[config.mk]
export PLATFORM = sky130hd
export DESIGN_NAME = player_height_filter_flat
export DESIGN_NICKNAME = d
export VERILOG_FILES = /design/src/rtl/pitch_game_pkg.sv /design/src/rtl/player_height_filter_if.sv /design/src/rtl/moving_avg.sv /design/src/rtl/player_height_filter.sv /design/src/flat_wrapper.sv
export SDC_FILE = /design/constraint.sdc
export NUM_CORES = 1
export LEC_CHECK = 0
export CAP_MARGIN = 30
export CORE_MARGIN = 3
export CORE_UTILIZATION = 45
export CTS_CLUSTER_DIAMETER = 30
export CTS_CLUSTER_SIZE = 25
export DETAILED_ROUTE_END_ITERATION = 12
export PLACE_DENSITY_LB_ADDON = 0.2
export SYNTH_ARGS = -nofsm -noshare
export SYNTH_HDL_FRONTEND = slang
export SYNTH_SLANG_ARGS = --single-unit
[constraint.sdc]
create_clock -name clk -period 4.2 [get_ports clk]
set_clock_uncertainty 0.1 [all_clocks]
set_input_delay 0.42 -clock clk [delete_from_list [all_inputs] [get_ports clk]]
set_output_delay 0.42 -clock clk [all_outputs]
set_load 0.03 [all_outputs]
[src/rtl/pitch_game_pkg.sv]
// Shared types and constants for the pitch-to-height path.
package pitch_game_pkg;

    typedef logic [9:0] height_t;

    localparam height_t Y_MIN     = 10'd16;
    localparam height_t Y_MAX     = 10'd457;  // 16 + 7*63
    localparam height_t DEFAULT_Y = 10'd240;

    // Limit a raw height estimate to the playable band.
    function automatic height_t clamp_height(input height_t h);
        if (h < Y_MIN) begin
            return Y_MIN;
        end
        if (h > Y_MAX) begin
            return Y_MAX;
        end
        return h;
    endfunction

endpackage

[src/rtl/player_height_filter_if.sv]
// Sample/frame strobes in, smoothed and slewed heights out.
interface player_height_filter_if;

    pitch_game_pkg::height_t height_in;
    logic                    height_valid;
    logic                    frame_tick;
    pitch_game_pkg::height_t target_y;
    pitch_game_pkg::height_t player_y;
    logic                    moving;
    logic                    stale;

    // Producer of height samples and frame ticks, consumer of the results.
    modport master (
        output height_in, height_valid, frame_tick,
        input  target_y, player_y, moving, stale
    );

    // The filter itself.
    modport slave (
        input  height_in, height_valid, frame_tick,
        output target_y, player_y, moving, stale
    );

endinterface

[src/rtl/moving_avg.sv]
// N_TAPS-deep moving average of 10-bit heights using a running sum.
module moving_avg
    import pitch_game_pkg::*;
#(
    parameter int unsigned N_TAPS = 4
) (
    input  logic    clk,
    input  logic    reset,
    input  logic    in_valid,
    input  height_t in_data,
    output height_t avg
);

    localparam int unsigned SHIFT = $clog2(N_TAPS);
    localparam int unsigned SW    = 10 + SHIFT;

    height_t          taps_q [N_TAPS];
    logic [SHIFT-1:0] wr_ptr_q;
    logic [SW-1:0]    sum_q;

    // Replace the oldest entry and adjust the running sum; pointer wraps naturally.
    always_ff @(posedge clk) begin
        if (reset) begin
            for (int i = 0; i < int'(N_TAPS); i++) begin
                taps_q[i] <= DEFAULT_Y;
            end
            wr_ptr_q <= '0;
            sum_q    <= SW'(DEFAULT_Y) << SHIFT;
        end else if (in_valid) begin
            taps_q[wr_ptr_q] <= in_data;
            wr_ptr_q         <= wr_ptr_q + SHIFT'(1);
            sum_q            <= sum_q + SW'(in_data) - SW'(taps_q[wr_ptr_q]);
        end
    end

    // Truncating divide by the tap count.
    always_comb begin
        avg = height_t'(sum_q >> SHIFT);
    end

endmodule

[src/rtl/player_height_filter.sv]
// Smooths raw height estimates into a target and slews the player toward it per frame.
module player_height_filter
    import pitch_game_pkg::*;
#(
    parameter int unsigned N_TAPS       = 4,
    parameter int unsigned MAX_STEP     = 4,
    parameter int unsigned STALE_FRAMES = 30
) (
    input logic                   clk,
    input logic                   reset,
    player_height_filter_if.slave bus
);

    localparam int unsigned CW = $clog2(STALE_FRAMES + 1);
    localparam logic [CW-1:0] STALE_MAX = CW'(STALE_FRAMES);

    height_t          clamped;
    height_t          avg;
    logic [CW-1:0]    stale_cnt_q;
    logic             stale;
    height_t          target_q;
    height_t          player_q;
    height_t          slew_y;
    logic             moving_q;
    logic signed [10:0] diff;
    logic [10:0]      mag;

    // Clamp the incoming estimate before it enters the averager.
    always_comb begin
        clamped = clamp_height(bus.height_in);
    end

    moving_avg #(
        .N_TAPS (N_TAPS)
    ) u_moving_avg (
        .clk      (clk),
        .reset    (reset),
        .in_valid (bus.height_valid),
        .in_data  (clamped),
        .avg      (avg)
    );

    // Frame-tick silence counter; a valid sample clears it even on a coincident tick.
    always_ff @(posedge clk) begin
        if (reset) begin
            stale_cnt_q <= STALE_MAX;
        end else if (bus.height_valid) begin
            stale_cnt_q <= '0;
        end else if (bus.frame_tick && (stale_cnt_q != STALE_MAX)) begin
            stale_cnt_q <= stale_cnt_q + CW'(1);
        end
    end

    assign stale = (stale_cnt_q == STALE_MAX);

    // Step toward the target by at most MAX_STEP, snapping when within range.
    always_comb begin
        diff = $signed({1'b0, target_q}) - $signed({1'b0, player_q});
        mag  = diff[10] ? $unsigned(-diff) : $unsigned(diff);
        if (mag <= 11'(MAX_STEP)) begin
            slew_y = target_q;
        end else if (diff[10]) begin
            slew_y = player_q - 10'(MAX_STEP);
        end else begin
            slew_y = player_q + 10'(MAX_STEP);
        end
    end

    // Target, player position and motion flag registers.
    always_ff @(posedge clk) begin
        if (reset) begin
            target_q <= DEFAULT_Y;
            player_q <= DEFAULT_Y;
            moving_q <= 1'b0;
        end else begin
            target_q <= stale ? DEFAULT_Y : avg;
            if (bus.frame_tick) begin
                player_q <= slew_y;
            end
            moving_q <= (player_q != target_q);
        end
    end

    assign bus.target_y = target_q;
    assign bus.player_y = player_q;
    assign bus.moving   = moving_q;
    assign bus.stale    = stale;

endmodule
[src/flat_wrapper.sv]
// flat-port wrapper written by rule: the top's interface ports become plain ports
module player_height_filter_flat import pitch_game_pkg::*;
#(
    parameter int unsigned N_TAPS       = 4,
    parameter int unsigned MAX_STEP     = 4,
    parameter int unsigned STALE_FRAMES = 30
)
  (clk, reset, bus_height_in, bus_height_valid, bus_frame_tick, bus_target_y, bus_player_y, bus_moving, bus_stale);
  player_height_filter_if bus_i ();
  input logic clk;
  input logic reset;
  input wire logic [$bits(bus_i.height_in)-1:0] bus_height_in;
  input wire logic [$bits(bus_i.height_valid)-1:0] bus_height_valid;
  input wire logic [$bits(bus_i.frame_tick)-1:0] bus_frame_tick;
  output wire logic [$bits(bus_i.target_y)-1:0] bus_target_y;
  output wire logic [$bits(bus_i.player_y)-1:0] bus_player_y;
  output wire logic [$bits(bus_i.moving)-1:0] bus_moving;
  output wire logic [$bits(bus_i.stale)-1:0] bus_stale;
  assign bus_i.height_in = bus_height_in;
  assign bus_i.height_valid = bus_height_valid;
  assign bus_i.frame_tick = bus_frame_tick;
  assign bus_target_y = bus_i.target_y;
  assign bus_player_y = bus_i.player_y;
  assign bus_moving = bus_i.moving;
  assign bus_stale = bus_i.stale;
  player_height_filter #(.N_TAPS(N_TAPS), .MAX_STEP(MAX_STEP), .STALE_FRAMES(STALE_FRAMES)) u_core (.clk(clk), .reset(reset), .bus(bus_i));
endmodule
## Word level (Yosys, flattened, before mapping)

Memory sizes are Yosys's and may differ from the RTL's. A register that Yosys moved wholly into a read port is not among the register bits.
Cells that the tools add are included.

- Bits in registers: 40
- RAM bits: 40
- Input bits: 14
- Output and inout port bits: 22
- Logic and storage cells: 49
- Memories kept: 1

Memories:

| name | depth | bits a word | read ports | clocked after memory_dff | write ports | line | RTL |
|---|---|---|---|---|---|---|---|
| u_core.u_moving_avg.taps_q | 4 | 10 | 1 | 1 | 4 | moving_avg.sv:17 | `height_t taps_q [N_TAPS];` |

- $add $sub $neg: 8
- Magnitude comparators: 3
- Eq/ne operators: 3
- Muxes and demuxes: 22
- Reduce and logical (&&, ||, !) cells: 5

Operator list:

| kind | count |
|---|---|
| $mux W10 | 7 |
| $add A12 B10 Y12 | 1 |
| $sub A12 B10 Y12 | 1 |
| $le A11 B3 Y1 const B | 1 |
| $mux W11 | 1 |
| $neg A11 Y11 | 1 |
| $sub A10 B10 Y11 | 1 |
| $add A10 B3 Y10 const B | 1 |
| $gt A10 B9 Y1 const B | 1 |
| $lt A10 B5 Y1 const B | 1 |
| $mux W5 | 2 |
| $ne A10 B10 Y1 | 1 |
| $reduce_or A10 Y1 | 1 |
| $sub A10 B3 Y10 const B | 1 |
| $mux W1 | 9 |
| $mux W2 | 3 |
| $add A5 B1 Y5 const B | 1 |
| $eq A5 B5 Y1 const B | 1 |
| $ne A5 B5 Y1 const B | 1 |
| $reduce_or A2 Y1 | 2 |
| $add A2 B1 Y2 const B | 1 |
| $reduce_bool A2 Y1 | 1 |
| $logic_and A1 B1 Y1 | 1 |

## Longest topological paths before layout

Gate-level depths: netlist of the first run.

- Word-level depth: 7
- Depth in mapped cells: 19
- Gate-level depth less buffers: 18

## Hierarchy

Synthesis of the first run repeated with hierarchy kept, for this count alone.

- Cell total of the unflattened synthesis: 543
- Area total of the unflattened synthesis: 5,357.6 µm²

By module, submodules not included:

| module | instances | cells each | area each (µm²) | sequential area each (µm²) |
|---|---|---|---|---|
| moving_avg | 1 | 284 | 3,189.3 | 1,521.5 |
| player_height_filter | 1 | 259 | 2,168.3 | 520.5 |

## Worst setup path before layout of the first run

No wires, ideal clock.

- Path type: register to register
- Start point: register u_core.player_q[0] (netlist: u_core.bus.player_y[0])
- End point: register u_core.player_q[9] (netlist: u_core.bus.player_y[9])
- Library setup time: 0.122 ns
- Arrival: 3.895 ns
- Required time: 3.978 ns
- Setup slack: 0.083 ns
- Cell stages (with the launch flop): 19
- Buffers on the path: 1
- Period minus slack after synthesis: 4.117 ns
- Path through: dfxtp_1 -> ha_1 -> inv_1 -> fa_1 -> a21o_1 -> a221oi_1 -> o21bai_1 -> clkbuf_1 -> inv_1 -> ha_1 -> a21o_1 -> a21oi_1 -> o21bai_1 -> a21oi_1 -> o21ai_0 -> xnor2_1 -> nand2_1 -> a21oi_1 -> a311o_1

- Word-level cells in the longest chain between the ends: 5
- Elaborated cells on any way between the ends: 8
- Those cells by class: add/sub: 4; order compare: 1; mux: 3

RTL lines:

| item | line | RTL |
|---|---|---|
| start: declaration | player_height_filter.sv:22 | `height_t player_q;` |
| start signal: assignment | player_height_filter.sv:78 | `player_q <= slew_y;` |
| $sub A10 B10 Y11 | player_height_filter.sv:58 | `diff = $signed({1'b0, target_q}) - $signed({1'b0, player_q});` |
| $neg A11 Y11 | player_height_filter.sv:59 | `mag = diff[10] ? $unsigned(-diff) : $unsigned(diff);` |
| $mux W11 | player_height_filter.sv:59 |  |
| $le A11 B3 Y1 | player_height_filter.sv:60 | `if (mag <= 11'(MAX_STEP)) begin` |
| $mux W10 (*) | player_height_filter.sv:60 |  |

Every way passes the cells marked *; elsewhere a longest branch is shown, timed or not.
A chain may end at the register's enable or synchronous reset.

## Final worst setup path of the first run

Ends and elaborated chain as after synthesis.

==> reports/results.txt, run 1 <==
The library cell used most frequently in the layout, excluding fill and tap cells, is sky130_fd_sc_hd__nand2_1. TritonCTS built the clock tree. The met1 wire length is 4920 µm. The critical register-to-register path startpoint is u_core.bus.player_y[0].

The number of nets in the layout came out at 638. The global-route congestion overflow total is 0, and the switching component of the power is 1820 µW. Number of enable-type register cells in the synthesized netlist: 40. The path category of the worst min-delay check was register to register. Standard cell core area: 10900 µm². The routed layout has 3950 vias. Max-cap violations in this run came to 0. The most frequent cell on the critical path was sky130_fd_sc_hd__buf_4.

IR analysis of the VDD net gives a maximum drop of 0.420 mV. Clock transition at the registers of the reported paths: 0.08 ns. A synthesized cell averages 9.52 µm². The setup TNS is 0 ns, and the total power divided by cell area is 718 nW/µm². The run gives 82 as the clock sink count.

The tools report the total half-perimeter wirelength after legalization and detailed placement as 8970 µm. The kind of cell with the highest combined delay along the critical path is compound AO/OA/AOI/OAI gates. Design internal power: 2430 µW.

The worst hold path begins at u_core.u_moving_avg.sum_q[6]. Pin placement for this block handled 36 I/O pins. The final RePlAce weighted congestion is 0.856. By area the synthesized netlist is led by sky130_fd_sc_hd__edfxtp_1 (24%), sky130_fd_sc_hd__dfxtp_1 (17%), sky130_fd_sc_hd__ha_1 (7.7%), sky130_fd_sc_hd__fa_1 (4.8%), sky130_fd_sc_hd__nand2_1 (4.5%).

Number of buffers inserted by post-CTS setup repair: 0. In the synthesized netlist, the number of instances is 531. The tools report the initial antenna violation count as 0. The run finished with clean final reports. The endpoint identified for the worst register-to-register timing path is u_core.bus.player_y[9]. Data on the critical path is required at its endpoint by 4.36 ns. On the worst path, the slowest cell contributes a delay of 0.55 ns. The fraction of synthesis flops using an asynchronous set or reset pin was 0; the register-to-register path setup slack was 0.34 ns. Minimum clock period: 3.86 ns. The number of unique standard cell types used by synthesis is 65, and the first-pass GRT wire length is 19200 µm.

The via count of the first global-routing pass was 3903; the critical path buffer and inverter count was 3. Power share of the combinational group: 0.605. At the later pin of the worst-skew pair, clock insertion delay measures 0.37 ns. The number of buffers on the longest clock path is 2, and the actual transition at the worst max-transition pin is 0.710 ns. The share of cells above drive strength 1 works out to 0.101. For this run, the top clock speed supported by timing is 259 MHz.

The first-pass iteration count of the detailed router was 4; the initial cell density of the core was 0.464. The layout has 985 filler cells. STA classifies the critical path endpoint as a register. The fraction of the core area covered by cells at the end of the flow is 0.543. Synthesis-to-layout area growth: 17.0%. Number of endpoints with negative hold slack in the final report: 0. The die is 112 µm tall. The fraction of the cycle the final worst path needs was 0.919.

The most common flop cell mapped by yosys was sky130_fd_sc_hd__dfxtp_1. Setup repair after global routing left no endpoint under its margin. The number of cells traversed by the worst hold path works out to 2.

Counting flops and latches in the post-synthesis netlist gives 82. Leaving out fill and tap cells, the most frequent cells in the layout are sky130_fd_sc_hd__nand2_1 (61), sky130_fd_sc_hd__inv_1 (53), sky130_fd_sc_hd__nor2_1 (50), sky130_fd_sc_hd__dfxtp_1 (42), sky130_fd_sc_hd__edfxtp_1 (40). The depth of the worst register-to-register path was 13; the switching part of the total was 0.428. The level count of the clock H-tree was 3; the largest net degree at the start of global routing was 34. The sequential group share of total power is 0.243.

Traced cell by cell, the critical path runs through ha_1 -> inv_1 -> fa_1 -> a21o_1 -> a221oi_2 -> buf_4 -> xnor2_1 -> nor4_2 -> or4_1 -> a221oi_4 -> buf_4 -> a21oi_1 -> a311o_1. Endpoint arrival time on the critical path: 4.02 ns. The total length of routed met3 wires was 473 µm.

The slowest stage cell on the critical path was sky130_fd_sc_hd__or4_1. The portion of synthesized cell area occupied by the leading cell type was 0.238; the die footprint was 12500 µm². The wire length per cell after detailed routing is 16.0 µm, and the final number of setup-violating endpoints is 0. The run gives 5910 µm as the routed length on met2. The floorplan has 38 rows. In this run the clock root is driven by a sky130_fd_sc_hd__clkbuf_8. For the share of power burned in the clock network, the log shows 0.152. The critical path runs through a total of 13 cells. Type of the setup path with the least slack: register to register. The run gives 0.404 as the register area share after synthesis. The post-detailed-route via-to-cell ratio came out at 5.44. 0 antenna diodes ended up in the layout. The die is 112 µm wide. During placement, the flow inserted port buffers numbering 35. During synthesis, Yosys emitted a total of 0 warnings. Once detail routing completed, the nets flagged for antenna violations numbered 0. The cell area that synthesis handed to floorplanning was 5050 µm². The violation count after the first detailed-routing iteration was 267; the worst slew margin relative to its limit was 0.523. The total leakage power is 0.00245 µW, and the number of buffers created by CTS is 9. Total count of max-transition violations in the final report: 0.

The detailed router used layers up to and including met4. The overall global routing resource usage is 0.192. Hold path endpoint: u_core.bus.target_y[4].

The total DRC errors in the routed layout is 0. The biggest area contributor in the post-synthesis netlist is sky130_fd_sc_hd__edfxtp_1. The routed design has 11600 µm of wire. The maximum fanout count along the critical path was 6. Kind of launch point of the worst setup path: a register.
layout make-up:
type	count	area (µm²)	area share
multi-input combinational	374	2730	0.462
sequential	82	2040	0.345
timing repair buffer	60	538	0.0910
inverter	54	203	0.0343
tap	140	175	0.0296
clock buffer	9	124	0.0210
clock inverter	7	101	0.0171
cell usage after synthesis (3+ instances only):
library cell and number:
sky130_fd_sc_hd__nand2_1 61, sky130_fd_sc_hd__mux2i_1 9, sky130_fd_sc_hd__clkbuf_1 19, sky130_fd_sc_hd__nor3_1 19
sky130_fd_sc_hd__a21o_1 9, sky130_fd_sc_hd__nand4_1 6, sky130_fd_sc_hd__xnor2_1 19, sky130_fd_sc_hd__nand3_1 13
sky130_fd_sc_hd__dfxtp_1 42, sky130_fd_sc_hd__o21ai_0 14, sky130_fd_sc_hd__fa_1 12, sky130_fd_sc_hd__nor2_1 50
sky130_fd_sc_hd__xor2_1 10, sky130_fd_sc_hd__o211ai_1 5, sky130_fd_sc_hd__nor3b_1 6, sky130_fd_sc_hd__a211oi_1 5
sky130_fd_sc_hd__inv_1 53, sky130_fd_sc_hd__o21bai_1 7, sky130_fd_sc_hd__or2_2 3, sky130_fd_sc_hd__mux4_2 10
sky130_fd_sc_hd__a21oi_1 31, sky130_fd_sc_hd__ha_1 31, sky130_fd_sc_hd__and3_1 4, sky130_fd_sc_hd__edfxtp_1 40
sky130_fd_sc_hd__and2_1 4
per-stage QoR:
| step | setup slack [ns] | cells | area (µm²) | power (µW) | hold slack, ns |
|---|---|---|---|---|---|
| 6_report | 0.339 | 726 | 5910 | 4240 | 0.363 |
| 4_1_cts | 0.199 | 726 | 5900 | 4250 | 0.376 |
| 5_1_grt | 0.0623 | 726 | 5910 | 4600 | 0.410 |
| 2_1_floorplan | 0.0831 | 534 | 5070 | 2950 | 0.326 |
| 3_5_place_dp | 0.0760 | 710 | 5680 | 3590 | 0.356 |
| 3_3_place_gp | 0.0724 | 710 | 5680 | 3540 | 0.346 |
how the worst max path moves through the flow:
| stage | startpoint | to | slack (ns) |
|---|---|---|---|
| 6_report | u_core.bus.player_y[0] | u_core.bus.player_y[9] | 0.34 |
| 3_5_place_dp | bus_height_in[2] | u_core.u_moving_avg.sum_q[10] | 0.08 |
| 3_3_place_gp | bus_height_in[2] | u_core.u_moving_avg.sum_q[10] | 0.07 |
| 4_1_cts | u_core.bus.target_y[0] | u_core.bus.player_y[9] | 0.20 |
| 5_1_grt | bus_height_in[5] | u_core.u_moving_avg.sum_q[10] | 0.06 |
| 2_1_floorplan | u_core.bus.player_y[0] | u_core.bus.player_y[9] | 0.08 |
per-layer routing:
layer / up-vias / global-route usage
met5: - / 0
met4: 0 / 0.0697
met3: 21 / 0.0359
met2: 85 / 0.349
met1: 1890 / 0.227
li1: 1954 / -
sequential cells by signal (all words and copies together), names as in the netlist, named ones only:
signal                        flops
u_core.stale_cnt_q                5
u_core.bus.player_y              10
u_core.bus.target_y              10
u_core.u_moving_avg.wr_ptr_q      2
u_core.u_moving_avg.sum_q        12
u_core.bus.moving                 1
u_core.u_moving_avg.taps_q       40
power by group through the flow:
stage | Clock, µW | Combinational, µW | Sequential, µW
floorplan | 0 | 1840 | 1110
global placement | 0 | 2490 | 1050
detailed placement | 0 | 2540 | 1050
CTS | 658 | 2560 | 1030
global route | 691 | 2860 | 1050
finish | 646 | 2570 | 1030
worst register-to-register path, cell delays in order (launching register included):
cell and delay [ns]:
sky130_fd_sc_hd__dfxtp_1 0.36, sky130_fd_sc_hd__ha_1 0.19, sky130_fd_sc_hd__inv_1 0.06, sky130_fd_sc_hd__fa_1 0.41
sky130_fd_sc_hd__a21o_1 0.24, sky130_fd_sc_hd__a221oi_2 0.33, sky130_fd_sc_hd__buf_4 0.18, sky130_fd_sc_hd__xnor2_1 0.19
sky130_fd_sc_hd__nor4_2 0.11, sky130_fd_sc_hd__or4_1 0.55, sky130_fd_sc_hd__a221oi_4 0.44, sky130_fd_sc_hd__buf_4 0.22
sky130_fd_sc_hd__a21oi_1 0.07, sky130_fd_sc_hd__a311o_1 0.31
logic make-up (layout without fill, tap and decap cells):
logic type,after synthesis,in the layout,share of synthesized area
xor+xnor,29,29,0.0502
mux,19,19,0.0624
buf+inv,78,130,0.0604
flops,82,82,0.404
other cells,2,5,0.00149
compound gates,98,98,0.131
fa+ha+maj,43,43,0.124
simple gates,180,180,0.167
repair_timing:
item	4_1_cts	5_1_grt
setup endpoints to repair	0	1
gates resized for setup	0	2
hold buffers	0	0
Power figures use the tool's default switching activity.
==> inputs of run 2 (changes only) <==
--- a/config.mk
+++ b/config.mk
@@ -12,6 +12,7 @@
 export CTS_CLUSTER_SIZE = 25
 export DETAILED_ROUTE_END_ITERATION = 12
 export PLACE_DENSITY_LB_ADDON = 0.2
+export SLEW_MARGIN = 20
 export SYNTH_ARGS = -nofsm -noshare
 export SYNTH_HDL_FRONTEND = slang
 export SYNTH_SLANG_ARGS = --single-unit
==> results of run 2 <==
Same layout as run 1: the final DEF is identical, and so are final timing and power.
